===== config.mk =====
export PLATFORM = sky130hd
export DESIGN_NAME = ritc_phase_scan_sequencer
export DESIGN_NICKNAME = d
export VERILOG_FILES = /design/src/rtl/ritc_phase_scan_sequencer.sv
export SDC_FILE = /design/constraint.sdc
export NUM_CORES = 1
export LEC_CHECK = 0
export CAP_MARGIN = 20
export CORE_UTILIZATION = 44
export CTS_CLUSTER_DIAMETER = 80
export DETAILED_ROUTE_END_ITERATION = 10
export PLACE_DENSITY = 0.76
export SETUP_SLACK_MARGIN = 0.3
export SYNTH_ARGS = -nofsm -noshare
export SYNTH_HDL_FRONTEND = slang
export SYNTH_SLANG_ARGS = --single-unit

===== constraint.sdc =====
create_clock -name CLK -period 3.08 [get_ports CLK]
set_clock_uncertainty 0.2 [all_clocks]
set_input_delay 0.462 -clock CLK [delete_from_list [all_inputs] [get_ports CLK]]
set_output_delay 0.462 -clock CLK [all_outputs]
set_load 0.01 [all_outputs]

===== src/rtl/ritc_phase_scan_sequencer.sv =====
// ritc_phase_scan_sequencer
// Steps the CLK_PS MMCM phase one increment at a time. After each step it waits for PSDONE,
// lets the sample registers settle, then counts ones on one selected SCAN_IN bit over
// 2**SAMPLE_BITS cycles. One (step, count) result is streamed out per step with a valid/ready
// handshake. An unaccepted result stalls the scan.
// Optional build macro: RITC_PHASE_SCAN_RETURN_EN. When it is defined, every phase step is
// undone after the last result is accepted, so the MMCM ends at its pre-scan phase.
module ritc_phase_scan_sequencer #(
    parameter int NUM_INPUTS     = 40,
    parameter int SEL_BITS       = 6,
    parameter int STEP_BITS      = 10,
    parameter int SAMPLE_BITS    = 8,
    parameter int SETTLE_CYCLES  = 4,
    parameter int PSDONE_TIMEOUT = 1023
) (
    input  logic                  CLK,
    input  logic                  RST,
    input  logic                  start,
    input  logic [SEL_BITS-1:0]   scan_sel,
    input  logic [STEP_BITS-1:0]  scan_steps,
    input  logic                  scan_dec,
    input  logic [NUM_INPUTS-1:0] SCAN_IN,
    output logic                  PSEN,
    output logic                  PSINCDEC,
    input  logic                  PSDONE,
    output logic                  res_valid,
    input  logic                  res_ready,
    output logic [STEP_BITS-1:0]  res_step,
    output logic [SAMPLE_BITS:0]  res_count,
    output logic                  busy,
    output logic                  done,
    output logic                  error
);
    localparam int SEL_SPAN = 1 << SEL_BITS;
    localparam int CNT_W    = SAMPLE_BITS + 1;
    localparam int TMO_W    = $clog2(PSDONE_TIMEOUT + 1);
    localparam int SET_W    = $clog2(SETTLE_CYCLES + 1);
    localparam int CYC_A    = (TMO_W > CNT_W) ? TMO_W : CNT_W;
    localparam int CYC_W    = (CYC_A > SET_W) ? CYC_A : SET_W;

    localparam logic [CYC_W-1:0]     TMO_LAST = CYC_W'(PSDONE_TIMEOUT - 1);
    localparam logic [CYC_W-1:0]     SET_LAST = CYC_W'(SETTLE_CYCLES - 1);
    localparam logic [CYC_W-1:0]     SMP_LAST = CYC_W'((1 << SAMPLE_BITS) - 1);
    localparam logic [CYC_W-1:0]     CYC_ONE  = CYC_W'(1);
    localparam logic [STEP_BITS-1:0] STEP_ONE = STEP_BITS'(1);

    typedef enum logic [3:0] {
        ST_IDLE,
        ST_SHIFT,
        ST_WAIT_DONE,
        ST_SETTLE,
        ST_SAMPLE,
        ST_REPORT,
        ST_FINISH
`ifdef RITC_PHASE_SCAN_RETURN_EN
        ,
        ST_RETURN,
        ST_RET_WAIT
`endif
    } state_t;

    state_t                 state_q, state_d;
    logic [CYC_W-1:0]       cyc_q, cyc_d;        // shared timeout / settle / sample counter
    logic [STEP_BITS-1:0]   step_q, step_d;      // result index; reused as undo counter
    logic [STEP_BITS-1:0]   steps_q, steps_d;
    logic [SEL_BITS-1:0]    sel_q, sel_d;
    logic                   dec_q, dec_d;
    logic [CNT_W-1:0]       count_q, count_d;
    logic                   error_q, error_d;
    logic                   psen_q, psen_d;
    logic                   psincdec_q, psincdec_d;
    logic                   valid_q, valid_d;
    logic                   busy_q, busy_d;
    logic                   done_q, done_d;

    logic [SEL_SPAN-1:0]    scan_pad_s;
    logic                   bit_s;
    logic                   last_step_s;

    // Zero-extend SCAN_IN so any selector beyond NUM_INPUTS reads as 0.
    assign scan_pad_s  = SEL_SPAN'(SCAN_IN);
    assign bit_s       = scan_pad_s[sel_q];
    // steps_q == 0 encodes the full 2**STEP_BITS range: the last index then wraps to all-ones.
    assign last_step_s = ((step_q + STEP_ONE) == steps_q);

    assign PSEN      = psen_q;
    assign PSINCDEC  = psincdec_q;
    assign res_valid = valid_q;
    assign res_step  = step_q;
    assign res_count = count_q;
    assign busy      = busy_q;
    assign done      = done_q;
    assign error     = error_q;

    // Next-state and next-output logic; outputs are decoded from the next state so they are registered.
    always_comb begin
        state_d = state_q;
        cyc_d   = cyc_q + CYC_ONE;
        step_d  = step_q;
        steps_d = steps_q;
        sel_d   = sel_q;
        dec_d   = dec_q;
        count_d = count_q;
        error_d = error_q;

        case (state_q)
            ST_IDLE: begin
                cyc_d = '0;
                if (start) begin
                    state_d = ST_SHIFT;
                    sel_d   = scan_sel;
                    steps_d = scan_steps;
                    dec_d   = scan_dec;
                    error_d = 1'b0;
                    step_d  = '0;
                    count_d = '0;
                end else begin
                    state_d = ST_IDLE;
                end
            end
            ST_SHIFT: begin
                cyc_d   = '0;
                state_d = ST_WAIT_DONE;
            end
            ST_WAIT_DONE: begin
                if (PSDONE) begin
                    cyc_d   = '0;
                    state_d = ST_SETTLE;
                end else if (cyc_q == TMO_LAST) begin
                    cyc_d   = '0;
                    error_d = 1'b1;
                    state_d = ST_IDLE;
                end else begin
                    state_d = ST_WAIT_DONE;
                end
            end
            ST_SETTLE: begin
                if (cyc_q == SET_LAST) begin
                    cyc_d   = '0;
                    state_d = ST_SAMPLE;
                end else begin
                    state_d = ST_SETTLE;
                end
            end
            ST_SAMPLE: begin
                count_d = count_q + CNT_W'(bit_s);
                if (cyc_q == SMP_LAST) begin
                    cyc_d   = '0;
                    state_d = ST_REPORT;
                end else begin
                    state_d = ST_SAMPLE;
                end
            end
            ST_REPORT: begin
                cyc_d = '0;
                if (!res_ready) begin
                    state_d = ST_REPORT;
                end else if (last_step_s) begin
`ifdef RITC_PHASE_SCAN_RETURN_EN
                    step_d  = '0;
                    state_d = ST_RETURN;
`else
                    state_d = ST_FINISH;
`endif
                end else begin
                    step_d  = step_q + STEP_ONE;
                    count_d = '0;
                    state_d = ST_SHIFT;
                end
            end
            ST_FINISH: begin
                cyc_d   = '0;
                state_d = ST_IDLE;
            end
`ifdef RITC_PHASE_SCAN_RETURN_EN
            ST_RETURN: begin
                cyc_d   = '0;
                state_d = ST_RET_WAIT;
            end
            ST_RET_WAIT: begin
                if (PSDONE) begin
                    cyc_d = '0;
                    if (last_step_s) begin
                        state_d = ST_FINISH;
                    end else begin
                        step_d  = step_q + STEP_ONE;
                        state_d = ST_RETURN;
                    end
                end else if (cyc_q == TMO_LAST) begin
                    cyc_d   = '0;
                    error_d = 1'b1;
                    state_d = ST_IDLE;
                end else begin
                    state_d = ST_RET_WAIT;
                end
            end
`endif
            default: begin
                cyc_d   = '0;
                state_d = ST_IDLE;
            end
        endcase

`ifdef RITC_PHASE_SCAN_RETURN_EN
        psen_d = (state_d == ST_SHIFT) || (state_d == ST_RETURN);
`else
        psen_d = (state_d == ST_SHIFT);
`endif
        if (state_d == ST_IDLE) begin
            psincdec_d = 1'b0;
        end else if (state_d == ST_SHIFT) begin
            psincdec_d = dec_d;
`ifdef RITC_PHASE_SCAN_RETURN_EN
        end else if (state_d == ST_RETURN) begin
            psincdec_d = ~dec_q;
`endif
        end else begin
            psincdec_d = psincdec_q;
        end
        valid_d = (state_d == ST_REPORT);
        busy_d  = (state_d != ST_IDLE);
        done_d  = (state_d == ST_FINISH);
    end

    // State, datapath and output registers; reset aborts any scan immediately.
    always_ff @(posedge CLK or posedge RST) begin
        if (RST) begin
            state_q    <= ST_IDLE;
            cyc_q      <= '0;
            step_q     <= '0;
            steps_q    <= '0;
            sel_q      <= '0;
            dec_q      <= 1'b0;
            count_q    <= '0;
            error_q    <= 1'b0;
            psen_q     <= 1'b0;
            psincdec_q <= 1'b0;
            valid_q    <= 1'b0;
            busy_q     <= 1'b0;
            done_q     <= 1'b0;
        end else begin
            state_q    <= state_d;
            cyc_q      <= cyc_d;
            step_q     <= step_d;
            steps_q    <= steps_d;
            sel_q      <= sel_d;
            dec_q      <= dec_d;
            count_q    <= count_d;
            error_q    <= error_d;
            psen_q     <= psen_d;
            psincdec_q <= psincdec_d;
            valid_q    <= valid_d;
            busy_q     <= busy_d;
            done_q     <= done_d;
        end
    end
endmodule

==> out/results.txt, run 1 <==
Nets: 512
number of global-route vias before repair: 3058
Antenna Nets Post-Route: 0
RSZ-0062 raised after global routing: yes
NetSw: 979.3 µW
Cell Area, Placed: 4303 µm²
vias: 3050
post-route design area: 4532 µm²
clk sinks: 55
DR WL/cell: 15.05 µm
Die Footprint: 7820 µm²
top cell type's share of synthesized area: 41.87%
Syn Area/Cell: 9.338 µm²
Ys Warns: 0
hold_buf cts: 0
# DRC: 0
most instantiated cells after synthesis: nand2_1, dfrtp_1, nor2_1, nand3_1, o21ai_0
vias per inst: 5.596
Sw Share: 36.71%
Synth Cell Area: 3287 µm²
logic gate share of total power: 42.1%
1st-iter DRT viols: 198
Finished Layout Cells: 545
ANT cells: 0
status: finished, final reports clean
Post-Syn Instances: 352
DRT Pass-1 Iters: 4
critical path's slowest cell: dfrtp_2
leading area contributor after synthesis: dfrtp_1
Power Dens Cells: 588.6 nW/µm²
Post-synth EDFFs: 0
port bufs: 86
Hold Crit Class: primary input to asynchronous set/reset pin
initial core utilization: 45.32%
WP data required: 3.13 ns
fillers: 625
Pins Over Slew Limit: 0
Sequential Power Share: 41.4%
VDD IR-drop max: 288.7 µV
share of cells above drive strength 1: 15.70%
CTS root buf: clkbuf_8
CTS buffer count: 5
CP Max Fanout: 8
Slew @ Worst Pin: 0.5696 ns
Async SR Flop Fraction: 100.0%
register bit total from synthesis: 55
Area contributors post-synth: dfrtp_1, nand2_1, mux4_2, nor2_1, xnor2_1
GP Congestion: 0.8828
syn nets: 419
DIE HEIGHT: 88.43 µm
leakage power: 0.001878 µW
CP arrival: 2.93 ns
worst r2r src: sel_q[0]
CP Cell Sequence: buf_6 -> mux4_2 -> mux4_2 -> nand3b_1 -> o21ai_2 -> ha_2 -> ha_4 -> nand2_4 -> or3_4 -> or3_1 -> a21oi_1
wirelength, routed: 8.204 mm
hold slack: 0.2536 ns
minimum clock period: 2.889 ns
Main synth FF type: dfrtp_1
row count: 31
placed insts: 534
deepest clock path buffer count: 2
GRT Util Overall: 22.28%
max incr delay on CP: 0.51 ns
clock transition at the registers of the reported paths: 0.10 ns
Max-Cap Viols: 0
first-pass GRT wire length: 13.48 mm
final setup vio count: 0
worst r2r path cells: 11
TritonCTS clock tree: yes
Die X: 88.43 µm
flop2flop setup slack: 0.19 ns
Hold Vio Cnt, Final: 0
Setup CP Type: flop to flop
type of origin of the critical path: flop
initial antenna violation count: 0
Final HPWL DP: 6.098 mm
cell mode on critical path: mux4_2
Clk network pwr share: 16.5%
Fmax: 346.1 MHz
Ports: 87
clk_lat worst skew: 0.31 ns
Netlist cell types: 60
Crit. End Element: flop
Layout area overhead: 37.88%
most common cell in the netlist: nand2_1
Internal Power: 1688 µW
largest net degree at the start of global routing: 24
Total Power: 2667 µW
gr ovfl total: 0
Worst R2R End: res_count[6]
Core Area: 7253 µm²
htree depth: 2
sequential area share after synthesis: 41.87%
Slew HR: 62.03%
worst path buffer plus inverter count: 1
Top delay family on crit path: simple AND/OR/NAND/NOR gates
Final Cycle Share: 93.80%
## registers in the layout, summed over array words and instances, names as in the netlist, 3 cells and up
register / count
res_step: 10
cyc_q: 10
res_count: 9
sel_q: 6
state_q: 3
steps_q: 10
## power by group through the flow
| stage | logic (µW) | clock network (µW) | registers [µW] |
|---|---|---|---|
| after detailed placement | 1070 | 0 | 1110 |
| after CTS | 1120 | 441 | 1100 |
| final | 1120 | 439 | 1110 |
| after global routing | 1240 | 465 | 1140 |
| after floorplan | 801 | 0 | 1040 |
| after global placement | 1040 | 0 | 1100 |
## cell usage in the layout, fill, tap and decap left out, types with 8 or more instances in the layout
master,n
nand2_1,71
xor2_1,9
buf_4,13
dfrtp_1,50
o21ai_0,9
nor3_1,8
xnor2_1,10
mux4_2,12
a21oi_1,10
nor2_1,31
nand3_1,15
clkdlybuf4s50_1,86
## per-stage QoR
stage               setup slack [ns]  TNS, ns  util, %
floorplan                     0.3025        0        -
global placement             -0.2318  -0.9215    59.32
detailed placement           -0.3096   -1.324    59.32
CTS                           0.1899        0    62.08
global route                 0.05929        0    62.48
finish                        0.1909        0    62.48
## final cells by class
type	count	area [µm²]	area share, %
clock buffer	8	100.1	2.209
inverter	7	26.28	0.5798
multi-input combinational	275	1918	42.32
sequential	55	1383	30.51
tap	99	123.9	2.733
timing repair buffer	101	980.9	21.65
## worst max path at each step
stage	start	to	slack (ns)	cells after the start
2_1_floorplan	res_step[0]	busy	0.30	8
3_3_place_gp	SCAN_IN[3]	res_count[6]	-0.23	11
3_5_place_dp	SCAN_IN[37]	res_count[6]	-0.31	11
4_1_cts	sel_q[0]	res_count[6]	0.19	11
5_1_grt	sel_q[0]	res_count[4]	0.06	11
6_report	sel_q[0]	res_count[6]	0.19	11
## what timing repair did
| action | 4_1_cts | 5_1_grt |
|---|---|---|
| hold endpoints to repair | 0 | 0 |
| gates resized for setup | 24 | 8 |
| endpoints found under the setup margin | 10 | 10 |
| setup buffers | 3 | 0 |
| pin swaps | 13 | 8 |
## per-layer routing
layer	track usage, %	share of wire [%]	vias up
li1	-	-	1452
met1	25.85	41	1469
met2	40.56	51	114
met3	5.037	5.5	15
met4	7.331	1.5	0
met5	0	0	-
## cells by family (layout without fill, tap and decap cells)
| group | count (synthesis) | after routing | synth area share [%] |
|---|---|---|---|
| and+or+nand+nor | 177 | 177 | 26.80 |
| AOI/OAI and AO/OA | 56 | 56 | 11.38 |
| DFF | 55 | 55 | 41.87 |
| buffers and inverters | 22 | 116 | 2.931 |
| xor gates and xnor gates | 19 | 19 | 5.063 |
| muxes | 18 | 18 | 10.05 |
| adders and majority gates | 5 | 5 | 1.903 |
Note: power is estimated with default switching activity, not from simulation.
==> inputs of run 2 (changes only) <==
==> constraint.sdc (replaced) <==
create_clock -name CLK -period 3.08 [get_ports CLK]
set_clock_uncertainty 0.2 [all_clocks]
set_input_delay 0.308 -clock CLK [delete_from_list [all_inputs] [get_ports CLK]]
set_output_delay 0.308 -clock CLK [all_outputs]
set_load 0.01 [all_outputs]
==> out/results.txt, run 2 (synthesis gave the netlist of run 1 again) <==
Nets: 521 (+1.8%)
CTS root buf: clkbuf_8
GR Layer Usage met2: 38.53% (-2.0 points)
wirelength, routed: 8.170 mm (-0.41%)
Pins Over Slew Limit: 0 (unchanged)
Cell Area, Placed: 4328 µm² (+0.58%)
htree depth: 2 (unchanged)
clock transition at the registers of the reported paths: 0.09 ns (about the same)
clk_lat worst skew: 0.31 ns (about the same)
Final HPWL DP: 6.018 mm (-1.3%)
Die X: 88.43 µm (unchanged)
# DRC: 0 (unchanged)
Final Cycle Share: 94.37% (+0.57 points)
post-layout util: 64.15% (+1.7 points)
type of origin of the critical path: flop
largest net degree at the start of global routing: 31 (+29%)
vias per inst: 5.579 (-0.30%)
Hold Crit Class: primary input to asynchronous set/reset pin
post-route design area: 4653 µm² (+2.7%)
hold_buf cts: 0 (unchanged)
final setup vio count: 0 (unchanged)
RSZ-0062 raised after global routing: yes
DR WL/cell: 14.75 µm (-2.0%)
Final WS setup: 0.1734 ns (-0.01748 ns)
WP data required: 3.12 ns (about the same)
first-pass GRT wire length: 13.39 mm (-0.66%)
Place WS: -0.1439 ns (+0.1656 ns)
row count: 31 (unchanged)
GRT Util Overall: 22.24% (-0.044 points)
status: finished, final reports clean
number of global-route vias before repair: 2916 (-4.6%)
CP arrival: 2.95 ns (+0.02 ns)
deepest clock path buffer count: 2 (unchanged)
Crit. End Element: flop
Hold Vio Cnt, Final: 0 (unchanged)
share of cells above drive strength 1: 16.92% (+1.2 points)
clk sinks: 55 (unchanged)
Ports: 87 (unchanged)
Slew HR: 57.35% (-4.7 points)
worst r2r path cells: 12 (+1)
DRT Pass-1 Iters: 4 (unchanged)
1st-iter DRT viols: 278 (+40%)
Total Power: 2741 µW (+2.8%)
Die Footprint: 7820 µm² (unchanged)
GRT Max-Usage Layer: met2
initial core utilization: 45.32% (unchanged)
DIE HEIGHT: 88.43 µm (unchanged)
Core Area: 7253 µm² (unchanged)
GP Congestion: 0.8352 (-5.4%)
port bufs: 86 (unchanged)
ANT cells: 0 (unchanged)
initial antenna violation count: 0 (unchanged)
TritonCTS clock tree: yes
highest-count cells in the layout ignoring fill and taps: clkdlybuf4s50_1, nand2_1, dfrtp_1, nor2_1, buf_4
minimum clock period: 2.907 ns (+0.01748 ns)
met1 GRT Util: 28.07% (+2.2 points)
CP Max Fanout: 5 (-3)
Power Dens Cells: 589.1 nW/µm² (about the same)
Layout area overhead: 41.57%
Slew @ Worst Pin: 0.6388 ns (+0.06921 ns)
commonest non-fill, non-tap cell in the layout: clkdlybuf4s50_1
Setup CP Type: flop to flop
leakage power: 0.001944 µW (+3.5%)
gr ovfl total: 0 (unchanged)
Max-Cap Viols: 0 (unchanged)
Antenna Nets Post-Route: 0 (unchanged)
Fmax: 344.0 MHz (-0.60%)
VDD IR-drop max: 295.5 µV (+2.4%)
GR Util met3: 4.571% (-0.47 points)
vias: 3091 (+1.3%)
CTS buffer count: 5 (unchanged)
run 2: changes by cell type in the layout (fill, tap and decap cells not counted), sizes merged:
cell / delta
buf: +8
clkbuf: +1
run 2: timing repair:
item,4_1_cts,5_1_grt
setup endpoints to repair,18,19
buffers inserted,3,8
pin swaps,3,14
gates resized for setup,7,21
gates cloned,0,1
run 2: final cells by class:
| cell class | instances | area [µm²] |
|---|---|---|
| inverters | 7 | 26.28 |
| clock buffers | 8 | 100.1 |
| repair buffers | 110 | 1104 |
| fillers | 604 | 2600 |
| multi-input cells | 275 | 1916 |
| well taps | 99 | 123.9 |
| flip-flops and latches | 55 | 1384 |
run 2: final timing paths:
kind	endpoint	start	slack, ns
setup / recovery	res_count[6]	sel_q[0]	0.17
hold / removal	cyc_q[7]	RST	0.21
setup reg to reg	res_count[6]	sel_q[0]	0.17
hold reg to reg	dec_q	dec_q	0.29
max in group asynchronous	res_step[2]	RST	1.89
min in group CLK	dec_q	dec_q	0.29
run 2: through the flow:
stage	hold WS, ns	instances	setup TNS, ns
detailed placement	0.2657	534	-0.1798
CTS	0.2290	545	0
floorplan	0.2134	352	0
global placement	0.2640	534	-0.06505
global route	0.2826	554	0
finish	0.2082	554	0
run 2: worst max-delay path, stage by stage (launching register included):
cell	delay, ns
dfrtp_2	0.45
buf_12	0.15
buf_6	0.11
mux4_2	0.32
mux4_2	0.23
nand3b_1	0.08
o21ai_2	0.09
ha_2	0.23
ha_4	0.14
nand2_4	0.05
or3_4	0.33
or3_4	0.34
a21oi_2	0.12
run 2: per-layer routing:
| layer | wire [µm] | share of wire (%) |
|---|---|---|
| met5 | 0 | 0 |
| met4 | 99 | 1.2 |
| met3 | 539 | 6.6 |
| met2 | 4164 | 51 |
| met1 | 3367 | 41 |
run 2: where the power goes:
part | leakage (µW) | internal [µW] | switching [µW] | total, µW
Clock | 0.0000515 | 206 | 229 | 435
Sequential | 0.000717 | 886 | 202 | 1090
Combinational | 0.00118 | 652 | 567 | 1220
